==> src/rtl/switch2_arbiter_if.sv <==
// rtl/switch2_arbiter_if.sv - requester, switch-control and status signals of one 2x2 switch element
interface switch2_arbiter_if #(
  parameter int CNT_WIDTH = 16
);
  logic                 left_valid;
  logic                 left_dest;
  logic                 right_valid;
  logic                 right_dest;
  logic                 left_ready;
  logic                 right_ready;
  logic                 select;
  logic                 left_out_valid;
  logic                 right_out_valid;
  logic [CNT_WIDTH-1:0] conflict_count;

  modport master (
    output left_valid, left_dest, right_valid, right_dest,
    input  left_ready, right_ready, select, left_out_valid, right_out_valid, conflict_count
  );

  modport slave (
    input  left_valid, left_dest, right_valid, right_dest,
    output left_ready, right_ready, select, left_out_valid, right_out_valid, conflict_count
  );
endinterface

==> src/rtl/switch2_arbiter.sv <==
// rtl/switch2_arbiter.sv - grant/route controller for a registered 2x2 crossbar element
// Round-robin on same-destination conflicts; output valids delayed to match switch latency.
module switch2_arbiter #(
  parameter int SWITCH_LATENCY = 2,
  parameter int CNT_WIDTH      = 16
) (
  input  logic             clk,
  input  logic             rst,
  switch2_arbiter_if.slave bus
);

  typedef enum logic {PRIO_LEFT = 1'b0, PRIO_RIGHT = 1'b1} prio_t;

  prio_t                     prio;
  logic                      sel_hold;
  logic [CNT_WIDTH-1:0]      cnt;
  logic [SWITCH_LATENCY-1:0] lo_pipe;
  logic [SWITCH_LATENCY-1:0] ro_pipe;

  logic l_rdy, r_rdy, sel, conflict;
  logic lo_flag, ro_flag;

  // Left reaches dest d with select=d, right reaches dest d with select=~d.
  always_comb begin
    l_rdy    = 1'b0;
    r_rdy    = 1'b0;
    sel      = sel_hold;
    conflict = 1'b0;
    if (rst) begin
      sel = 1'b0;
    end else if (bus.left_valid && bus.right_valid) begin
      if (bus.left_dest != bus.right_dest) begin
        l_rdy = 1'b1;
        r_rdy = 1'b1;
        sel   = bus.left_dest;
      end else begin
        conflict = 1'b1;
        if (prio == PRIO_LEFT) begin
          l_rdy = 1'b1;
          sel   = bus.left_dest;
        end else begin
          r_rdy = 1'b1;
          sel   = ~bus.right_dest;
        end
      end
    end else if (bus.left_valid) begin
      l_rdy = 1'b1;
      sel   = bus.left_dest;
    end else if (bus.right_valid) begin
      r_rdy = 1'b1;
      sel   = ~bus.right_dest;
    end
  end

  // A ready is only ever raised for a valid side, so ready alone marks a granted word.
  assign lo_flag = (l_rdy && !bus.left_dest) || (r_rdy && !bus.right_dest);
  assign ro_flag = (l_rdy &&  bus.left_dest) || (r_rdy &&  bus.right_dest);

  always_ff @(posedge clk) begin
    if (rst) begin
      prio     <= PRIO_LEFT;
      sel_hold <= 1'b0;
      cnt      <= '0;
      lo_pipe  <= '0;
      ro_pipe  <= '0;
    end else begin
      sel_hold <= sel;
      if (conflict) begin
        prio <= (prio == PRIO_LEFT) ? PRIO_RIGHT : PRIO_LEFT;
        if (cnt != {CNT_WIDTH{1'b1}}) begin
          cnt <= cnt + 1'b1;
        end
      end
      lo_pipe[0] <= lo_flag;
      ro_pipe[0] <= ro_flag;
      for (int i = 1; i < SWITCH_LATENCY; i++) begin
        lo_pipe[i] <= lo_pipe[i-1];
        ro_pipe[i] <= ro_pipe[i-1];
      end
    end
  end

  assign bus.left_ready      = l_rdy;
  assign bus.right_ready     = r_rdy;
  assign bus.select          = sel;
  assign bus.left_out_valid  = lo_pipe[SWITCH_LATENCY-1];
  assign bus.right_out_valid = ro_pipe[SWITCH_LATENCY-1];
  assign bus.conflict_count  = cnt;

endmodule
==> src/flat_wrapper.sv <==
// flat-port wrapper written by rule: the top's interface ports become plain ports
module switch2_arbiter_flat 
#(
  parameter int SWITCH_LATENCY = 2,
  parameter int CNT_WIDTH      = 16
)
  (clk, rst, bus_left_valid, bus_left_dest, bus_right_valid, bus_right_dest, bus_left_ready, bus_right_ready, bus_select, bus_left_out_valid, bus_right_out_valid, bus_conflict_count);
  switch2_arbiter_if #(.CNT_WIDTH(CNT_WIDTH)) bus_i ();
  input  logic clk;
  input  logic rst;
  input wire logic [$bits(bus_i.left_valid)-1:0] bus_left_valid;
  input wire logic [$bits(bus_i.left_dest)-1:0] bus_left_dest;
  input wire logic [$bits(bus_i.right_valid)-1:0] bus_right_valid;
  input wire logic [$bits(bus_i.right_dest)-1:0] bus_right_dest;
  output wire logic [$bits(bus_i.left_ready)-1:0] bus_left_ready;
  output wire logic [$bits(bus_i.right_ready)-1:0] bus_right_ready;
  output wire logic [$bits(bus_i.select)-1:0] bus_select;
  output wire logic [$bits(bus_i.left_out_valid)-1:0] bus_left_out_valid;
  output wire logic [$bits(bus_i.right_out_valid)-1:0] bus_right_out_valid;
  output wire logic [$bits(bus_i.conflict_count)-1:0] bus_conflict_count;
  assign bus_i.left_valid = bus_left_valid;
  assign bus_i.left_dest = bus_left_dest;
  assign bus_i.right_valid = bus_right_valid;
  assign bus_i.right_dest = bus_right_dest;
  assign bus_left_ready = bus_i.left_ready;
  assign bus_right_ready = bus_i.right_ready;
  assign bus_select = bus_i.select;
  assign bus_left_out_valid = bus_i.left_out_valid;
  assign bus_right_out_valid = bus_i.right_out_valid;
  assign bus_conflict_count = bus_i.conflict_count;
  switch2_arbiter #(.SWITCH_LATENCY(SWITCH_LATENCY), .CNT_WIDTH(CNT_WIDTH)) u_core (.clk(clk), .rst(rst), .bus(bus_i));
endmodule
==> config.mk <==
export PLATFORM = sky130hd
export DESIGN_NAME = switch2_arbiter_flat
export DESIGN_NICKNAME = d
export VERILOG_FILES = /design/src/rtl/switch2_arbiter_if.sv /design/src/rtl/switch2_arbiter.sv /design/src/flat_wrapper.sv
export SDC_FILE = /design/constraint.sdc
export NUM_CORES = 1
export LEC_CHECK = 0
export ABC_AREA = 1
export CORE_ASPECT_RATIO = 0.6
export CORE_UTILIZATION = 40
export DETAILED_ROUTE_END_ITERATION = 12
export GPL_ROUTABILITY_DRIVEN = 0
export GPL_TIMING_DRIVEN = 0
export PLACE_DENSITY_LB_ADDON = 0.2
export SETUP_SLACK_MARGIN = 0.05
export SYNTH_ARGS = -nofsm -noshare
export SYNTH_HDL_FRONTEND = slang
export SYNTH_SLANG_ARGS = --single-unit
export TNS_END_PERCENT = 20
==> constraint.sdc <==
create_clock -name clk -period 3.1 [get_ports clk]
set_input_delay 0.62 -clock clk [delete_from_list [all_inputs] [get_ports clk]]
set_output_delay 0.62 -clock clk [all_outputs]
set_load 0.02 [all_outputs]
Word-level counts from Yosys, hierarchy flattened
Cells that the tools add are included.
- $add $sub $neg: 1
- equality and inequality tests: 2
- muxes and demuxes: 20
- bitwise logic cells: 1
- reductions and logical operators: 10
- operator list (cell ; number):
    $mux 1 ; 20
    $add 16x1->16 const B ; 1
    $ne 16x16->1 const B ; 1
    $logic_and 1x1->1 ; 5
    $logic_not 1->1 ; 2
    $logic_or 1x1->1 ; 2
    $reduce_and 2->1 ; 1
    $ne 1x1->1 ; 1
    $not 1->1 ; 1
- flip-flop bits (word level): 22
- bits of input ports: 6
- logic and storage cells: 39

Depth between registers and ports, before layout
- word-level depth: 6
- mapped depth: 9
- mapped depth without buffers: 9

Least setup slack after synthesis
OpenSTA, ideal clock, no wires.
- path kind: input port to output port
- start point: in rst
- end point: out bus_select
- arrival time: 1.458 ns
- required time: 2.480 ns
- setup slack: 1.022 ns
- stages on the path: 4
- path buffers: 1
- cells stage by stage: buf_4 > inv_2 > o21ai_0 > nor3_1
- longest elaborated chain between the ends: 1
- ends and longest elaborated chain (element ; RTL line ; source):
    from (decl) ; flat_wrapper.sv:10 ; input logic rst;
    $mux 1 ; switch2_arbiter.sv:29 ; if (rst) begin
    to (decl) ; flat_wrapper.sv:17 ; output wire logic [$bits(bus_i.select)-1:0] bus_select;
Every way passes these cells.

Worst setup path in the final report
- start point: in bus_right_dest
- end point: out bus_right_ready
- longest elaborated chain between the ends: 4
- ends and longest elaborated chain (element ; RTL line ; source):
    from (decl) ; flat_wrapper.sv:14 ; input wire logic [$bits(bus_i.right_dest)-1:0] bus_right_dest;
    $ne 1x1->1 ; switch2_arbiter.sv:32 ; if (bus.left_dest != bus.right_dest) begin
    $mux 1 ; switch2_arbiter.sv:32 ;
    $mux 1 ; switch2_arbiter.sv:31 ; end else if (bus.left_valid && bus.right_valid) begin
    $mux 1 ; switch2_arbiter.sv:29 ;
    to (decl) ; flat_wrapper.sv:16 ; output wire logic [$bits(bus_i.right_ready)-1:0] bus_right_ready;
Every way passes these cells.

==> impl_metrics.json <==
{
  "synth.cell_area_sq_mm": 0.00125,
  "period_needed_ps": 2990,
  "maxCapViolCount": 0,
  "netlist_instances": 183,
  "worstSetupEndpointType": "output pin",
  "power.total_w": 0.000552,
  "worst_slack_ps": 108,
  "clk_path_buf_depth": 2,
  "ys_ff_latch": 22,
  "wl_per_cell_um": 11.1,
  "multi_input_area_sq_um": 726,
  "fmax_mhz": 334,
  "post-cts-setup-buffers": 0,
  "synth_edf_count": 0,
  "cts_root_buf": "clkbuf_8",
  "dieArea_sq_mm": 0.00337,
  "synth-main-ff-cell": "dfxtp_1",
  "cts_tree": "built",
  "first_pass_iters": 4,
  "port_buffers": 25,
  "wirelength_um": 2830,
  "grt_pass1_wl_um": 4690,
  "start_kind": "input pin",
  "overflow": 0,
  "worstPathMaxFanout": 4,
  "critPathKind": "in -> out",
  "min_period_over_period_pct": 96.5,
  "fillCellCount": 295,
  "io_pins": 27,
  "status": "finished, final reports clean",
  "final_area_sq_mm": 0.00161,
  "drt-initial-drc-count": 57,
  "drc": 0,
  "fp-row-count": 15,
  "synth_fp_nets": 190,
  "avgSynthCellArea_sq_um": 6.84,
  "grt_max_degree": 13,
  "power_density_mw_per_mm2": 342,
  "ys_warn_count": 0,
  "crit_arrival_ps": 2370,
  "fin_skew_ps": 1.81,
  "dpl_worst_slack_ps": 111,
  "hold_viol": 0,
  "h-tree-depth": 1,
  "routed_via_density": 4.83,
  "register_area_sq_um": 440,
  "nets": 220,
  "hpwl_um": 2260,
  "fin_tns_setup_ps": 0,
  "start_util_pct": 42.8,
  "grt_setup_unrepaired": "yes",
  "synth.distinct_cells": 26,
  "fp.coreArea_sq_mm": 0.00293,
  "worst_ep_required_time_ps": 2480,
  "clock-sinks": 22,
  "dpl_cell_area_sq_mm": 0.00156,
  "maxSlewViolCount": 0,
  "setup_viol": 0,
  "clkLatencyLatePin_ps": 260,
  "track_usage_pct": 18.9,
  "mostFrequentLayoutCell": "nand2_1",
  "syn_to_final_growth_pct": 28.8,
  "clkTransAtPathRegs_ps": 80,
  "first_global_vias": 1025,
  "die_x_um": 74.2,
  "diodes": 0,
  "async_reset_ff_share_pct": 0,
  "final_cell_mix": "nand2_1, nor2_1, clkdlybuf4s50_1",
  "ant_nets": 0,
  "seq_area_frac_synth_pct": 35.2,
  "drive_gt1_share_pct": 14.6,
  "cts_buffers": 3,
  "p_leak_nw": 0.583,
  "vias": 1226,
  "peakVddDrop_mv": 0.162,
  "final_util_pct": 55.1,
  "antenna_found_initial": 0,
  "hp-class": "reg -> reg",
  "max_slew_margin_pct": 81.0,
  "die_y_um": 45.3,
  "tightest_slew_ps": 283
}
area by class of cell:
| cell class | instances | area share, % |
|---|---|---|
| inverters | 19 | 4.42 |
| multi-input cells | 140 | 45.0 |
| well taps | 42 | 3.26 |
| repair buffers | 25 | 15.7 |
| plain buffers | 2 | 0.931 |
| clock buffers | 4 | 3.41 |
| flip-flops and latches | 22 | 27.3 |
logic make-up (layout without fill, tap and decap cells):
| kind of cell | Yosys count | count (layout) | synth area share [%] |
|---|---|---|---|
| buffers and inverters | 21 | 50 | 6.89 |
| and+or+nand+nor | 111 | 111 | 42.9 |
| DFF | 22 | 22 | 35.2 |
| xor gates and xnor gates | 4 | 4 | 2.80 |
| adders and majority gates | 1 | 1 | 0.999 |
| AOI/OAI and AO/OA | 24 | 24 | 11.3 |
worst paths after layout:
check,startpoint,to,slack [ps],cells after the start
setup / recovery,bus_right_dest,bus_right_ready,110,8
hold / removal,u_core.ro_pipe[0],u_core.ro_pipe[1],410,2
setup reg to reg,u_core.bus.conflict_count[0],u_core.bus.conflict_count[9],1520,6
hold reg to reg,u_core.ro_pipe[0],u_core.ro_pipe[1],410,2
sequential cells by signal (all words and copies together), names as in the netlist:
| signal | flops |
|---|---|
| u_core.bus.conflict_count | 16 |
| u_core.lo_pipe | 2 |
| u_core.prio | 1 |
| u_core.ro_pipe | 2 |
| u_core.sel_hold | 1 |
cells in the mapped netlist (2+ instances only):
library cell / instances / area (sq um)
a21oi_1: 9 / 45.0
a21oi_2: 5 / 43.8
dfxtp_1: 22 / 440
inv_1: 15 / 56.3
inv_2: 3 / 11.3
nand2_1: 44 / 165
nand2_2: 5 / 31.3
nand3_1: 13 / 65.1
nand3_2: 3 / 30.0
nand3b_1: 2 / 15.0
nor2_1: 30 / 113
nor2_2: 4 / 25.0
nor2_4: 3 / 33.8
nor3_1: 4 / 20.0
o21ai_0: 6 / 30.0
o21ai_1: 3 / 15.0
xnor2_1: 2 / 17.5
xor2_1: 2 / 17.5
layer usage:
| metal | vias up | wire [um] | global-route usage (%) |
|---|---|---|---|
| met2 | 23 | 1200 | 29.1 |
| met1 | 556 | 1490 | 26.4 |
| li1 | 645 | - | - |
| met4 | 0 | 18 | 4.53 |
| met5 | - | 0 | 0 |
| met3 | 2 | 124 | 5.36 |
report_power, final:
part,leakage [nW],switching [W],internal [W]
registers,0.178,0.00000262,0.000288
clock network,0.0288,0.0000915,0.000113
logic,0.375,0.0000341,0.0000229
total,0.583,0.000128,0.000424
per-stage QoR:
step           instances  hold WS [ps]
6_report             254           407
5_1_grt              254           439
3_5_place_dp         250           399
2_1_floorplan        183           388
3_3_place_gp         250           396
4_1_cts              254           410
timing repair:
item,CTS,global route
hold buffers,0,0
endpoints found under the setup margin,0,2
gates resized for setup,0,1
critical path, cell delays in order:
cell and delay [ps]:
clkdlybuf4s50_1 540, inv_1 100, nand2_2 110, nand3_2 140, o21a_1 200, nand2_1 80, inv_1 50, clkdlybuf4s50_1 520
(Power assumes the default switching activity.)
